===== config.mk =====
export PLATFORM = sky130hd
export DESIGN_NAME = bcd_up_timer
export DESIGN_NICKNAME = d
export VERILOG_FILES = /design/src/rtl/bcd_up_timer_pkg.sv /design/src/rtl/bcd_up_timer_digit.sv /design/src/rtl/bcd_up_timer.sv
export SDC_FILE = /design/constraint.sdc
export NUM_CORES = 1
export LEC_CHECK = 0
export CAP_MARGIN = 0
export CORE_MARGIN = 2
export CORE_UTILIZATION = 31
export CTS_CLUSTER_DIAMETER = 200
export DETAILED_ROUTE_END_ITERATION = 12
export PLACE_DENSITY_LB_ADDON = 0.15
export SKIP_CTS_REPAIR_TIMING = 1
export SLEW_MARGIN = 20
export SYNTH_ARGS = -nofsm -noshare
export SYNTH_HDL_FRONTEND = slang
export SYNTH_SLANG_ARGS = --single-unit

===== constraint.sdc =====
create_clock -name CLOCK_50 -period 1.93 [get_ports CLOCK_50]
set_clock_uncertainty 0.1 [all_clocks]
set_input_delay 0.386 -clock CLOCK_50 [delete_from_list [all_inputs] [get_ports CLOCK_50]]
set_output_delay 0.386 -clock CLOCK_50 [all_outputs]
set_load 0.01 [all_outputs]

===== src/rtl/bcd_up_timer_pkg.sv =====
// Shared types and constants for the two-digit BCD up-timer.
//   BCD_MAX  - largest legal BCD digit
//   bcd_t    - one 4-bit BCD digit
//   ALARM_ON - led pattern driven once the target has been reached
//   bcd_ok() - true for a legal (0..9) digit
package bcd_up_timer_pkg;

  typedef logic [3:0] bcd_t;

  localparam bcd_t       BCD_MAX  = 4'd9;
  localparam logic [9:0] ALARM_ON = 10'h3FF;

  function automatic logic bcd_ok(input bcd_t d);
    return d <= BCD_MAX;
  endfunction

endpackage


===== src/rtl/bcd_up_timer_digit.sv =====
// One BCD digit, 0..9, with ripple carry.
//   CLOCK_50  in   clock
//   reset     in   async active-high reset
//   inc       in   advance one step this cycle
//   clr       in   synchronous clear to 0, wins over inc
//   value     out  current digit
//   carry_out out  digit wraps 9 -> 0 this cycle (value==9 && inc)
module bcd_digit
  import bcd_up_timer_pkg::*;
(
  input  logic CLOCK_50,
  input  logic reset,
  input  logic inc,
  input  logic clr,
  output bcd_t value,
  output logic carry_out
);

  assign carry_out = inc && (value == BCD_MAX);

  always_ff @(posedge CLOCK_50 or posedge reset) begin
    if (reset)      value <= '0;
    else if (clr)   value <= '0;
    else if (inc)   value <= (value == BCD_MAX) ? bcd_t'(0) : value + bcd_t'(1);
  end

endmodule


===== src/rtl/bcd_up_timer.sv =====
// Two-digit BCD elapsed-time counter (00 -> 99), one step per prescaled tick,
// with a sticky alarm when the count reaches a switch-set target.
//   CLOCK_50         in   system clock
//   reset            in   async active-high reset
//   enable           in   1 = run, 0 = pause (prescaler and digits frozen)
//   clear            in   sync clear, overrides enable
//   target0/target1  in   target units/tens digit (BCD; >9 never matches)
//   BCD0/BCD1        out  units/tens digit
//   tick             out  one-cycle strobe, high in the cycle the digits advance
//   done             out  WRAP=0 only: count stopped at 99
//   led              out  ALARM_ON once target reached, else 0
module bcd_up_timer
  import bcd_up_timer_pkg::*;
#(
  parameter int CLK_HZ  = 50_000_000,
  parameter int TICK_HZ = 1,
  parameter bit WRAP    = 1'b1
) (
  input  logic       CLOCK_50,
  input  logic       reset,
  input  logic       enable,
  input  logic       clear,
  input  bcd_t       target0,
  input  bcd_t       target1,
  output bcd_t       BCD0,
  output bcd_t       BCD1,
  output logic       tick,
  output logic       done,
  output logic [9:0] led
);

  localparam int DIV = CLK_HZ / TICK_HZ;
  localparam int PW  = (DIV > 1) ? $clog2(DIV) : 1;
  localparam logic [PW-1:0] PRESC_LAST = PW'(DIV - 1);

  logic [PW-1:0] presc;
  logic          run, strobe, hold, step, carry0, carry1, reach_99, match;

  // done also freezes the prescaler so a stopped counter stays quiet.
  assign run    = enable && !clear && !done;
  assign strobe = run && (presc == PRESC_LAST);

  // With WRAP=0 the count must never step past 99; done normally stops the
  // prescaler first, this keeps the digits safe regardless.
  assign hold = !WRAP && (BCD1 == BCD_MAX) && (BCD0 == BCD_MAX);
  assign step = strobe && !hold;

  assign reach_99 = step && (BCD1 == BCD_MAX) && (BCD0 == BCD_MAX - bcd_t'(1));

  // tick marks the cycle holding the freshly stepped value, so comparing
  // the digits while tick is high tests exactly the new count.
  assign match = tick && bcd_ok(target0) && bcd_ok(target1) &&
                 (BCD0 == target0) && (BCD1 == target1);

  always_ff @(posedge CLOCK_50 or posedge reset) begin
    if (reset)        presc <= '0;
    else if (clear)   presc <= '0;
    else if (run)     presc <= strobe ? '0 : presc + PW'(1);
  end

  always_ff @(posedge CLOCK_50 or posedge reset) begin
    if (reset) begin
      tick <= 1'b0;
      led  <= '0;
    end else if (clear) begin
      tick <= 1'b0;
      led  <= '0;
    end else begin
      tick <= step;
      if (match) led <= ALARM_ON;
    end
  end

  generate
    if (WRAP) begin : g_wrap
      assign done = 1'b0;
    end else begin : g_hold
      always_ff @(posedge CLOCK_50 or posedge reset) begin
        if (reset)          done <= 1'b0;
        else if (clear)     done <= 1'b0;
        else if (reach_99)  done <= 1'b1;
      end
    end
  endgenerate

  bcd_digit u_units (
    .CLOCK_50  (CLOCK_50),
    .reset     (reset),
    .inc       (step),
    .clr       (clear),
    .value     (BCD0),
    .carry_out (carry0)
  );

  bcd_digit u_tens (
    .CLOCK_50  (CLOCK_50),
    .reset     (reset),
    .inc       (carry0),
    .clr       (clear),
    .value     (BCD1),
    .carry_out (carry1)
  );

  // The tens carry-out has no consumer: wrap and hold are handled above.
  logic unused_carry;
  assign unused_carry = carry1;

endmodule


==> results of run 1 <==
## cell usage after synthesis (3+ instances only)
master	number
nor3_1	6
o211ai_1	3
nand2_1	10
or3_1	10
dfrtp_1	36
nand4_1	10
nand3_1	9
ha_1	5
nor2_1	16
o21ai_0	12
buf_2	6
xor2_1	4
nor4_1	3
xnor2_1	10
buf_4	11
inv_1	14
nand2b_1	5
o31ai_1	8
a21oi_1	20
or4_1	8
## report_power, final
part           internal, mW  switching (mW)  total (mW)
registers             0.757         0.00321       0.760
clock network         0.318           0.271       0.589
logic                0.0569          0.0553       0.112
total                  1.13           0.330        1.46
## stage by stage
step / area [um2] / instances / util, %
after floorplan: 2240 / 244 / -
after global placement: 2920 / 401 / 42.6
after detailed placement: 2920 / 401 / 42.6
after CTS: 3020 / 408 / 44.0
after global routing: 3100 / 410 / 45.1
final: 3100 / 410 / 45.1
## area by class of cell
type	instances	share of cell area, %
clock buffers	7	3.11
multi-input cells	175	38.8
inverters	14	1.70
well taps	96	3.88
repair buffers	82	23.4
flip-flops and latches	36	29.1
## logic make-up after synthesis
logic type | Yosys count | synth area share (%)
adders and majority gates | 5 | 2.82
buffers and inverters | 34 | 8.63
AOI/OAI and AO/OA | 56 | 15.8
xor gates and xnor gates | 14 | 5.53
muxes | 1 | 0.451
DFF | 36 | 40.6
other | 1 | 0.169
and+or+nand+nor | 97 | 26.0
## layer usage
layer	vias up	GRT usage, %
li1	1024	-
met1	970	20.8
met2	42	25.1
met3	12	2.71
met4	0	4.96
met5	-	0
## state kept, by name (all words and copies together) (netlist names)
register and flops:
u_units.value 4, led 1, u_tens.value 4, tick 1, presc 26
## worst max-delay path, cell delays in order, from the launching register on
cell     delay, ns
dfrtp_1       0.40
ha_4          0.16
nand4_1       0.09
or4_4         0.58
or4_4         0.54
a21oi_2       0.14
## worst paths after layout
| kind | start | end | depth (start not counted) | slack, ns |
|---|---|---|---|---|
| min reg2reg | presc[25] | presc[25] | 2 | 0.45 |
| max | presc[1] | u_tens.value[1] | 5 | -0.13 |
| max reg2reg | presc[1] | u_tens.value[1] | 5 | -0.13 |
| min in group CLOCK_50 | presc[25] | presc[25] | 2 | 0.45 |
| max in group asynchronous | reset | presc[8] | 3 | 1.19 |
| min | reset | u_tens.value[0] | 3 | 0.34 |
## layout by cell type, fill, tap and decap left out, types with 11 or more instances in the layout
cell type,instances
a21oi_1,19
buf_4,49
clkdlybuf4s50_1,28
dfrtp_1,36
inv_1,14
nor2_1,16
o21ai_0,11
==> flow_metrics.py, run 1 <==
metrics = {
    "outcome": {
        "outcome": "finished, violations left",
        "violations": "negative setup slack",
    },
    "timing": {
        "rsz0062_at_grt": "true",
        "setup_viol": 29,
        "setup_tns_ns": -1.81,
        "finalCriticalPeriod_ns": 2.06,
        "holdWs_ns": 0.342,
        "fmax_mhz": 486,
        "final.setup.worst_slack_ns": -0.129,
        "finalMaxSlewViolations": 0,
        "fin_crit_sh_pct": 107,
        "finalHoldViolCount": 0,
    },
    "place": {
        "gp_congestion": 0.795,
        "numPortBuffers": 30,
        "dpl.hpwl_um": 4070,
        "pre_cts_ws_ns": -0.654,
    },
    "setup_path": {
        "required_ns": 2.06,
        "critPathMaxFanout": 8,
        "start_kind": "flop",
        "path_class": "reg2reg",
        "cp_data_arrival_time_ns": 2.19,
        "crit_path_end_kind": "flop",
    },
    "route": {
        "drt-total-wl_um": 5810,
        "wl_per_cell_um": 14.2,
        "avgViaCountPerCell": 5.00,
        "ant_nets": 0,
        "wl_met1_um": 2850,
        "first_iter_violations": 98,
        "drc": 0,
        "dr.pass1.iters": 4,
        "vias": 2048,
        "route.met2.wl_um": 2660,
        "dr_wl_met3_um": 204,
        "highest_layer": "met4",
    },
    "global_routing": {
        "first_global_vias": 2016,
        "grt_pass1_wl_um": 9340,
        "antenna_found_initial": 0,
        "grt_start_max_net_pins": 37,
        "overflow": 0,
        "grt_usage_pct": 15.4,
    },
    "logic_synthesis": {
        "synth_ff_type": "dfrtp_1",
        "yosysSeqAreaShare_pct": 40.6,
        "netlist_instances": 244,
        "synth_area_um2": 2220,
        "synth.top_cell.area_share_pct": 40.6,
        "ys_types": 46,
        "ys_ff_latch": 36,
        "synth_top_cell_by_area": "dfrtp_1",
        "synth_edf_count": 0,
        "synth_nets": 261,
        "synth_area_leaders": "dfrtp_1, a21oi_1, xnor2_1, buf_4, ha_1",
        "async_flop_share_pct": 100,
        "ys_warn_count": 0,
        "synth.avg_cell_area_um2": 9.09,
    },
    "floorplan": {
        "ios": 32,
        "start_util_pct": 32.3,
        "die_y_um": 88.6,
        "core_area_um2": 6870,
        "row_count": 30,
        "dieArea_um2": 7840,
        "die_w_um": 88.6,
    },
    "power": {
        "ir_drop_mv": 0.292,
        "power_mw": 1.46,
        "p_leak_nw": 1.23,
        "power.density_nw_per_um2": 472,
    },
    "clock_network": {
        "worstSkewPairLatency_ns": 0.29,
        "cts_buffers": 5,
        "cts_max_level": 2,
        "clk_pin_slew_ns": 0.08,
        "clockBufferDepth": 2,
        "cts_tree": "yes",
        "clock_sink_count": 36,
        "cts_root_buf": "clkbuf_8",
    },
    "worst_hold_path": {
        "hold_class": "in2async",
    },
    "final_layout": {
        "drive_above_1_share_pct": 24.2,
        "multiInputGateArea_um2": 1200,
        "area.growth.synth_to_final_pct": 39.7,
        "seq_area_um2": 901,
        "antenna-diode-count": 0,
        "nFillCells": 670,
        "nets": 331,
    },
    "flow_run": {
        "cap_violations": 0,
    },
}
No activity file was read; power rests on OpenSTA's default activity.
==> inputs of run 2 (changes only) <==
Settings changed: SLEW_MARGIN 20 to 15.
==> results of run 2 <==
No change in the layout: final DEF, timing and power equal those of run 1.
==> inputs of run 3 (changes only) <==
Settings changed: CORE_UTILIZATION 31 to 49.
==> run 3 against run 2 <==
  * The flow still finishes with violations (negative setup slack)
  * Clock-buffer cell count is 1 lower
  * Critical path depth is 1 higher
  * Largest cell class unchanged
  * Non-clock buffer count is 6 higher
  * Via count is 2.9% higher
  * Final cell count is 9.0% lower
  * Final area is 0.73% higher
  * Hold slack better by 0.064 ns
  * Die area is 35% lower
  * Global-route usage is 7.8 points higher
==> flow_metrics.py, run 3 (synthesized netlist as in run 1, its figures left out) <==
metrics = {
    "setup_path": {
        "start_kind": "flop",
        "crit_path_cell_trace": "ha_4 > nand4_1 > or4_1 > buf_6 > or4_1 > a21oi_1",
        "crit_buf_inv": 1,
        "r2r_slack_ns": -0.20,
        "cp_top_family": "simple AND/OR/NAND/NOR gates",
        "critPathMaxStageDelay_ns": 0.51,
        "cp_data_arrival_time_ns": 2.25,
        "critPathMaxFanout": 7,
        "required_ns": 2.05,
        "path_class": "reg2reg",
        "slowest_stage": "or4_1",
        "cp_common_cell": "or4_1",
        "crit_path_end_kind": "flop",
    },
    "worst_hold_path": {
        "hold_class": "in2async",
    },
    "timing": {
        "finalHoldViolCount": 0,
        "fmax_mhz": 470,
        "fin_crit_sh_pct": 110,
        "finalMaxSlewViolations": 0,
        "setup_viol": 31,
        "final.setup.worst_slack_ns": -0.199,
        "holdWs_ns": 0.406,
        "rsz0062_at_grt": "true",
        "finalCriticalPeriod_ns": 2.13,
    },
    "clock_network": {
        "clock_sink_count": 36,
        "clk_pin_slew_ns": 0.07,
        "cts_root_buf": "clkbuf_8",
        "clockBufferDepth": 2,
        "cts_max_level": 2,
        "worstSkewPairLatency_ns": 0.29,
        "cts_tree": "yes",
        "cts_buffers": 5,
    },
    "final_layout": {
        "nFillCells": 347,
        "final_area_um2": 3120,
        "nets": 337,
        "antenna-diode-count": 0,
        "fin_cells": 373,
        "final_cell_mix": "buf_4, dfrtp_1, clkdlybuf4s50_1, nor2_1",
        "largest_reg_flops": 26,
        "area.growth.synth_to_final_pct": 40.7,
        "reg.largest.list": "presc (26), u_tens.value (4), u_units.value (4)",
        "final_common_cell": "buf_4",
        "regMostFlops": "presc",
        "finish.utilization_pct": 71.6,
        "drive_above_1_share_pct": 29.9,
    },
    "power": {
        "p_leak_nw": 1.28,
        "power.density_nw_per_um2": 459,
        "ir_drop_mv": 0.343,
    },
    "place": {
        "dpl_cell_area_um2": 2860,
        "dp.cells": 358,
        "numPortBuffers": 30,
        "dpl.hpwl_um": 3940,
        "gp_congestion": 0.812,
    },
    "route": {
        "vias": 2108,
        "dr.pass1.iters": 4,
        "drt-total-wl_um": 5720,
        "wl_per_cell_um": 15.3,
        "first_iter_violations": 134,
        "avgViaCountPerCell": 5.65,
        "drc": 0,
        "ant_nets": 0,
    },
    "global_routing": {
        "overflow": 0,
        "grt_pass1_wl_um": 9230,
        "grt_usage_pct": 23.2,
        "grt_start_max_net_pins": 37,
        "antenna_found_initial": 0,
        "first_global_vias": 1940,
    },
    "floorplan": {
        "core_area_um2": 4350,
        "start_util_pct": 50.9,
        "row_count": 24,
        "dieArea_um2": 5080,
        "die_y_um": 71.3,
        "die_w_um": 71.3,
        "ios": 32,
    },
    "outcome": {
        "outcome": "finished, violations left",
        "violations": "negative setup slack",
    },
    "flow_run": {
        "cap_violations": 0,
    },
}
==> run 3: cell types whose count changed in the layout (fill, tap and decap cells not counted), sizes merged <==
cell / delta
buf: +6
clkbuf: -1
clkinv: +2
==> run 3: metrics by stage <==
| step | setup slack, ns | total power, mW | TNS, ns |
|---|---|---|---|
| after floorplan | -0.0980 | 0.825 | -0.172 |
| after global placement | -0.563 | 0.880 | -15.17 |
| after detailed placement | -0.556 | 0.883 | -14.54 |
| after CTS | -0.257 | 1.44 | -4.26 |
| after global routing | -0.265 | 1.50 | -4.94 |
| final | -0.199 | 1.43 | -2.35 |
==> run 3: final timing paths <==
check                               from               to  cells past startpoint
worst max register to register  presc[1]  u_tens.value[1]                      6
worst min-delay path               reset  u_tens.value[2]                      3
min in group CLOCK_50               tick           led[8]                      2
max in group asynchronous          reset           led[8]                      3
worst min register to register      tick           led[8]                      2
worst max-delay path            presc[1]  u_tens.value[1]                      6
==> run 3: cell type report <==
cell class	count	area (um2)	area share, %
multi-input cells	175	1240	39.8
flip-flops and latches	36	902	28.9
repair buffers	88	764	24.5
clock buffers	6	82.6	2.65
well taps	52	65.1	2.09
inverters	14	52.6	1.68
clock inverters	2	10.0	0.321
==> run 3: metal layers <==
metal  GRT usage (%)  vias up  wire length, um
li1                -     1035                -
met3            4.92        6              293
met5               0        -                0
met1            30.4     1016             2440
met2            38.4       51             2920
met4            7.76        0               68
==> run 3: tightest hold or removal path: cells and delay by family <==
kind     cells  cell delay (ns)
buf+inv      3             0.85
==> run 3: power by group <==
| group | total, mW | internal [mW] | switching [mW] | leakage [nW] |
|---|---|---|---|---|
| sequential | 0.760 | 0.757 | 0.00342 | 0.500 |
| clock | 0.561 | 0.285 | 0.276 | 0.0510 |
| combinational | 0.110 | 0.0530 | 0.0566 | 0.728 |
| total | 1.43 | 1.09 | 0.336 | 1.28 |
